--- config.mk ---
export PLATFORM = sky130hd
export DESIGN_NAME = ex_mul_seq_flat
export DESIGN_NICKNAME = d
export VERILOG_FILES = /design/src/rtl/ex_mul_seq_pkg.sv /design/src/rtl/ex_mul_seq_if.sv /design/src/rtl/ex_mul_seq.sv /design/src/flat_wrapper.sv
export SDC_FILE = /design/constraint.sdc
export NUM_CORES = 1
export LEC_CHECK = 0
export BUFFER_PORTS_ARGS = -buffer_cell sky130_fd_sc_hd__buf_4
export CAP_MARGIN = 20
export CORE_UTILIZATION = 41
export DETAILED_ROUTE_END_ITERATION = 8
export GPL_TIMING_DRIVEN = 0
export PLACE_DENSITY = 0.69
export SYNTH_ARGS = -nofsm -noshare
export SYNTH_HDL_FRONTEND = slang
export SYNTH_SLANG_ARGS = --single-unit
--- constraint.sdc ---
create_clock -name i_clk -period 3.2 [get_ports i_clk]
set_clock_uncertainty 0.2 [all_clocks]
set_input_delay 0 -clock i_clk [delete_from_list [all_inputs] [get_ports i_clk]]
set_output_delay 0 -clock i_clk [all_outputs]
set_load 0.05 [all_outputs]
--- src/rtl/ex_mul_seq_pkg.sv ---
// Shared constants for the EX-stage MUL sequencer: ALU opcodes and sequencer state
// encoding (exported so the hazard unit can decode busy).
package ex_mul_seq_pkg;

    localparam int unsigned XLEN_DEF  = 32;
    localparam int unsigned CNT_W_DEF = 5;
    localparam int unsigned ALU_OP_W  = 4;

    localparam logic [ALU_OP_W-1:0] ALU_NOP = 4'h0;
    localparam logic [ALU_OP_W-1:0] ALU_ADD = 4'h1;
    localparam logic [ALU_OP_W-1:0] ALU_SUB = 4'h2;
    localparam logic [ALU_OP_W-1:0] ALU_AND = 4'h3;
    localparam logic [ALU_OP_W-1:0] ALU_OR  = 4'h4;
    localparam logic [ALU_OP_W-1:0] ALU_XOR = 4'h5;
    localparam logic [ALU_OP_W-1:0] ALU_SLL = 4'h6;
    localparam logic [ALU_OP_W-1:0] ALU_SRL = 4'h7;
    localparam logic [ALU_OP_W-1:0] ALU_SRA = 4'h8;

    typedef enum logic [1:0] {
        MSEQ_IDLE = 2'd0,
        MSEQ_RUN  = 2'd1,
        MSEQ_DONE = 2'd2
    } mseq_state_e;

    function automatic logic mseq_busy(input mseq_state_e s);
        return s != MSEQ_IDLE;
    endfunction

endpackage

--- src/rtl/ex_mul_seq_if.sv ---
// Handshake/ALU bundle between the EX stage (master) and the MUL sequencer (slave).
interface ex_mul_seq_if #(
    parameter int unsigned XLEN = 32
);
    import ex_mul_seq_pkg::*;

    logic                start_valid;
    logic                start_ready;
    logic [XLEN-1:0]     start_a;
    logic [XLEN-1:0]     start_b;

    logic                alu_req;
    logic                alu_gnt;
    logic [ALU_OP_W-1:0] alu_op;
    logic [XLEN-1:0]     alu_a;
    logic [XLEN-1:0]     alu_b;
    logic [XLEN-1:0]     alu_c;

    logic                res_valid;
    logic                res_ready;
    logic [XLEN-1:0]     res_data;

    modport master (
        output start_valid, start_a, start_b, alu_gnt, alu_c, res_ready,
        input  start_ready, alu_req, alu_op, alu_a, alu_b, res_valid, res_data
    );

    modport slave (
        input  start_valid, start_a, start_b, alu_gnt, alu_c, res_ready,
        output start_ready, alu_req, alu_op, alu_a, alu_b, res_valid, res_data
    );

endinterface

--- src/rtl/ex_mul_seq.sv ---
// Shift-and-add MUL sequencer (low XLEN bits) borrowing the shared EX ALU for the adds.
// Define MULSEQ_EARLY_EN to leave RUN as soon as no multiplier bits remain.
module ex_mul_seq
    import ex_mul_seq_pkg::*;
#(
    parameter int unsigned XLEN  = XLEN_DEF,
    parameter int unsigned CNT_W = CNT_W_DEF
) (
    input  logic          i_clk,
    input  logic          i_rst,
    input  logic          i_flush,
    ex_mul_seq_if.slave   bus
);

    mseq_state_e      r_state;
    logic [XLEN-1:0]  r_acc;
    logic [XLEN-1:0]  r_mcand;
    logic [XLEN-1:0]  r_mplier;
    logic [CNT_W-1:0] r_cnt;

    logic w_need_add;
    logic w_advance;
    logic w_last;

    assign w_need_add = r_mplier[0];
    // gnt only matters when an add is actually needed this iteration
    assign w_advance  = !w_need_add || bus.alu_gnt;

`ifdef MULSEQ_EARLY_EN
    assign w_last = (r_cnt == CNT_W'(XLEN - 1)) || ((r_mplier >> 1) == '0);
`else
    assign w_last = (r_cnt == CNT_W'(XLEN - 1));
`endif

    always_ff @(posedge i_clk or posedge i_rst) begin
        if (i_rst) begin
            r_state  <= MSEQ_IDLE;
            r_acc    <= '0;
            r_mcand  <= '0;
            r_mplier <= '0;
            r_cnt    <= '0;
        end else if (i_flush) begin
            r_state <= MSEQ_IDLE;
        end else begin
            case (r_state)
                MSEQ_IDLE: begin
                    if (bus.start_valid) begin
                        r_acc    <= '0;
                        r_mcand  <= bus.start_a;
                        r_mplier <= bus.start_b;
                        r_cnt    <= '0;
                        r_state  <= MSEQ_RUN;
                    end
                end
                MSEQ_RUN: begin
                    if (w_advance) begin
                        if (w_need_add) begin
                            r_acc <= bus.alu_c;
                        end
                        r_mcand  <= r_mcand << 1;
                        r_mplier <= r_mplier >> 1;
                        r_cnt    <= r_cnt + 1'b1;
                        if (w_last) begin
                            r_state <= MSEQ_DONE;
                        end
                    end
                end
                MSEQ_DONE: begin
                    if (bus.res_ready) begin
                        r_state <= MSEQ_IDLE;
                    end
                end
                default: r_state <= MSEQ_IDLE;
            endcase
        end
    end

    assign bus.start_ready = (r_state == MSEQ_IDLE);
    assign bus.alu_req     = (r_state == MSEQ_RUN) && w_need_add;
    assign bus.alu_op      = bus.alu_req ? ALU_ADD : '0;
    assign bus.alu_a       = r_acc;
    assign bus.alu_b       = r_mcand;
    assign bus.res_valid   = (r_state == MSEQ_DONE);
    assign bus.res_data    = bus.res_valid ? r_acc : '0;

endmodule

--- src/flat_wrapper.sv ---
// flat-port wrapper written by rule: the top's interface ports become plain ports
module ex_mul_seq_flat import ex_mul_seq_pkg::*;
#(
    parameter int unsigned XLEN  = XLEN_DEF,
    parameter int unsigned CNT_W = CNT_W_DEF
)
  (i_clk, i_rst, i_flush, bus_start_valid, bus_start_a, bus_start_b, bus_alu_gnt, bus_alu_c, bus_res_ready, bus_start_ready, bus_alu_req, bus_alu_op, bus_alu_a, bus_alu_b, bus_res_valid, bus_res_data);
  ex_mul_seq_if #(.XLEN(XLEN)) bus_i ();
  input  logic i_clk;
  input  logic i_rst;
  input  logic i_flush;
  input wire logic [$bits(bus_i.start_valid)-1:0] bus_start_valid;
  input wire logic [$bits(bus_i.start_a)-1:0] bus_start_a;
  input wire logic [$bits(bus_i.start_b)-1:0] bus_start_b;
  input wire logic [$bits(bus_i.alu_gnt)-1:0] bus_alu_gnt;
  input wire logic [$bits(bus_i.alu_c)-1:0] bus_alu_c;
  input wire logic [$bits(bus_i.res_ready)-1:0] bus_res_ready;
  output wire logic [$bits(bus_i.start_ready)-1:0] bus_start_ready;
  output wire logic [$bits(bus_i.alu_req)-1:0] bus_alu_req;
  output wire logic [$bits(bus_i.alu_op)-1:0] bus_alu_op;
  output wire logic [$bits(bus_i.alu_a)-1:0] bus_alu_a;
  output wire logic [$bits(bus_i.alu_b)-1:0] bus_alu_b;
  output wire logic [$bits(bus_i.res_valid)-1:0] bus_res_valid;
  output wire logic [$bits(bus_i.res_data)-1:0] bus_res_data;
  assign bus_i.start_valid = bus_start_valid;
  assign bus_i.start_a = bus_start_a;
  assign bus_i.start_b = bus_start_b;
  assign bus_i.alu_gnt = bus_alu_gnt;
  assign bus_i.alu_c = bus_alu_c;
  assign bus_i.res_ready = bus_res_ready;
  assign bus_start_ready = bus_i.start_ready;
  assign bus_alu_req = bus_i.alu_req;
  assign bus_alu_op = bus_i.alu_op;
  assign bus_alu_a = bus_i.alu_a;
  assign bus_alu_b = bus_i.alu_b;
  assign bus_res_valid = bus_i.res_valid;
  assign bus_res_data = bus_i.res_data;
  ex_mul_seq #(.XLEN(XLEN), .CNT_W(CNT_W)) u_core (.i_clk(i_clk), .i_rst(i_rst), .i_flush(i_flush), .bus(bus_i));
endmodule
==> load_flow_metrics.sql <==
INSERT INTO impl_metrics (metric_group, metric, value, unit) VALUES
('floorplanning', 'die_area', '0.0128', 'mm^2'),
('sta', 'setup_viol', '0', ''),
('placed_design', 'hpwl', '8.98', 'mm'),
('clock_tree', 'tritoncts', 'done', ''),
('power', 'static-leakage-power', '3.93', 'nW'),
('worst_setup_path', 'endpoint_kind', 'flip-flop', ''),
('finish', 'layout.filler_cells', '874', ''),
('floorplanning', 'die-width', '113', 'um'),
('placed_design', 'place.port_buffers', '201', ''),
('grt', 'first_pass_grt_wire_length', '22.5', 'mm'),
('power', 'peakVddDrop', '0.000256', 'V'),
('clock_tree', 'htree_levels', '3', ''),
('worst_setup_path', 'timing.reg2reg.worst_path_depth', '7', ''),
('sta', 'worst_slew_margin_rel', '63.8', '%'),
('grt', 'grt.overflow.total', '0', ''),
('run_status', 'outcome', 'completed', ''),
('worst_setup_path', 'rr_startpoint', 'u_core.r_state[0]$_DFFE_PP0P_', ''),
('floorplanning', 'core', '0.0120', 'mm^2'),
('finish', 'areaGrowthSynthToFinish', '60.5', '%'),
('yosys', 'async_reset_ff_share', '100', '%'),
('sta', 'finalHoldViolCount', '0', ''),
('worst_setup_path', 'crit_path_max_fanout', '10', ''),
('yosys', 'synth-xor-area-share', '0.174', '%'),
('worst_setup_path', 'regToRegSetupSlack', '0.79', 'ns'),
('hold_path', 'worstHoldPathType', 'in -> async', ''),
('grt', 'number_of_global_route_vias_before_repair', '4381', ''),
('placed_design', 'place_congestion', '0.759', ''),
('sta', 'rsz0062_at_grt', 'false', ''),
('floorplanning', 'floorplan.die.height', '113', 'um'),
('power', 'p_per_area', '580', 'mW/mm^2'),
('finish', 'commonest_non_fill_non_tap_cell_in_the_layout', 'buf_4', ''),
('yosys', 'fraction_of_the_mapped_netlist_area_in_adder_cells', '0.496', '%'),
('drt', 'drt-pass1-iter-count', '4', ''),
('worst_setup_path', 'timing.critical_path.arrival', '2.49', 'ns'),
('drt', 'route.vias.total', '4148', ''),
('finish', 'drive_above_1_share', '53.0', '%'),
('yosys', 'share_of_synthesized_cell_area_in_and_or_nand_and_nor_gates', '6.87', '%'),
('finish', 'most_frequent_cells_in_the_layout', '205 x buf_4, 103 x dfrtp_1, 102 x dlygate4sd3_1', ''),
('grt', 'grt_use_total', '22.9', '%'),
('finish', 'register_area', '0.00258', 'mm^2'),
('drt', 'detailedRoute.firstIterationViolations', '153', ''),
('clock_tree', 'clock_latency', '0.35', 'ns'),
('drt', 'ant_nets', '0', ''),
('floorplanning', 'design.portCount', '205', ''),
('sta', 'part_of_the_cycle_the_worst_path_needs', '75.4', '%'),
('finish', 'antenna-diode-count', '0', ''),
('drt', 'drt-total-wl', '14.0', 'mm'),
('floorplanning', 'start_util', '42.0', '%'),
('clock_tree', 'cts.repair.resized', '0', ''),
('drt', 'vias_per_cell', '4.99', ''),
('flow_run', 'drv.max_cap_violation_count', '0', ''),
('yosys', 'synth.yosys.warnings', '0', ''),
('worst_setup_path', 'timing.setup.critical_path_class', 'reg -> reg', ''),
('sta', 'final_max_slew_viol_count', '0', ''),
('finish', 'postLayoutCoreUtil', '67.4', '%'),
('yosys', 'synth_edf_count', '0', ''),
('yosys', 'synth.distinct_cells', '32', ''),
('drt', 'avgRoutedWirePerCell', '16.8', 'um'),
('yosys', 'syn-mean-instance-area', '13.9', 'um^2'),
('worst_setup_path', 'reg2reg_to', 'u_core.r_mplier[31]$_DFFE_PP0P_', ''),
('placed_design', 'place_inst', '715', ''),
('yosys', 'synthesis.instances', '364', ''),
('worst_setup_path', 'cp_data_required_time', '3.28', 'ns'),
('yosys', 'yosysSeqAreaShare', '51.1', '%'),
('clock_tree', 'clkSinkCount', '103', ''),
('clock_tree', 'cts.reportedPaths.clkPinSlew', '0.07', 'ns'),
('clock_tree', 'cts_buffers', '9', ''),
('finish', 'multi_input_area', '0.00228', 'mm^2'),
('clock_tree', 'cts.path.max_buffers', '2', ''),
('finish', 'post_layout_nonfiller_instances', '832', ''),
('yosys', 'largest_family_of_logic_cells_by_synthesized_area', 'multiplexers', '');
-- synth_stat cells, types with 3 or more instances --
cell	n	share of area, %
buf_2	10	0.99
clkbuf_1	11	0.82
mux2_2	95	21
mux2_4	30	8.9
a22o_1	35	6.1
o21ai_0	3	0.30
buf_4	4	0.60
buf_6	6	1.3
dfrtp_1	103	51
and2_1	33	4.1
nor2_1	4	0.30
nor2b_1	3	0.37
-- registers in the layout, indices dropped and copies added (netlist names) --
signal and count:
u_core.r_state 2, u_core.r_mplier 32, u_core.bus.alu_b 32, u_core.bus.alu_a 32, u_core.r_cnt 5
-- layer usage --
metal	wire length [um]	GRT usage [%]	share of wire [%]	vias to the layer above
li1	-	-	-	1939
met1	5600	25.9	40	2036
met2	7280	41.3	52	142
met3	687	4.77	4.9	31
met4	406	10.9	2.9	0
met5	0	0	0	-
-- critical path, cell delays in order, from the launching register on --
cell and delay, ns:
dfrtp_1 0.36, buf_2 0.16, nand2b_1 0.08, clkbuf_1 0.24, clkbuf_1 0.46, nand2_1 0.10, o21ai_0 0.17, dlygate4sd3_1 0.57
-- power by group --
part,leakage [nW],internal (W),switching [W]
logic,2.50,0.000810,0.000979
registers,1.28,0.00159,0.000208
clock network,0.145,0.000644,0.000461
-- metrics by stage --
| step | total power (W) | setup TNS, ns | area (um^2) | setup WS [ns] |
|---|---|---|---|---|
| after floorplan | 0.00295 | 0 | 5050 | 0.296 |
| after global placement | 0.00345 | -97.15 | 6750 | -0.953 |
| after detailed placement | 0.00349 | 0 | 6780 | 0.907 |
| after CTS | 0.00471 | 0 | 8100 | 0.804 |
| after global routing | 0.00490 | 0 | 8100 | 0.640 |
| final | 0.00469 | 0 | 8100 | 0.789 |
-- layout make-up --
type	count	share of cell area [%]
multi-input cells	230	28.2
flip-flops and latches	103	31.8
repair buffers	304	31.6
inverters	2	0.124
well taps	147	2.27
clock inverters	3	0.525
clock buffers	12	3.17
plain buffers	31	2.33
-- what timing repair did --
| item | in CTS | in global routing |
|---|---|---|
| hold buffers | 102 | 0 |
| setup endpoints to repair | 0 | 0 |
| hold endpoints to repair | 206 | 0 |
-- kinds of logic after synthesis --
logic type | count (synthesis)
compound gates | 44
xor+xnor | 1
fa+ha+maj | 2
buf+inv | 33
flops | 103
mux | 125
other cells | 1
simple gates | 55
-- how the worst max path moves through the flow --
stage / from / slack (ns) / end / depth (start not counted)
after floorplan: i_rst / 0.30 / u_core.bus.alu_a[0]$_DFFE_PP0P_ / 1
after global placement: i_rst / -0.95 / u_core.r_mplier[23]$_DFFE_PP0P_ / 2
after detailed placement: u_core.r_state[0]$_DFFE_PP0P_ / 0.91 / u_core.r_mplier[21]$_DFFE_PP0P_ / 6
after CTS: u_core.r_state[0]$_DFFE_PP0P_ / 0.80 / u_core.r_mplier[31]$_DFFE_PP0P_ / 7
after global routing: u_core.r_state[0]$_DFFE_PP0P_ / 0.64 / u_core.r_mplier[31]$_DFFE_PP0P_ / 7
final: u_core.r_state[0]$_DFFE_PP0P_ / 0.79 / u_core.r_mplier[31]$_DFFE_PP0P_ / 7
Note: power is estimated with default switching activity, not from simulation.
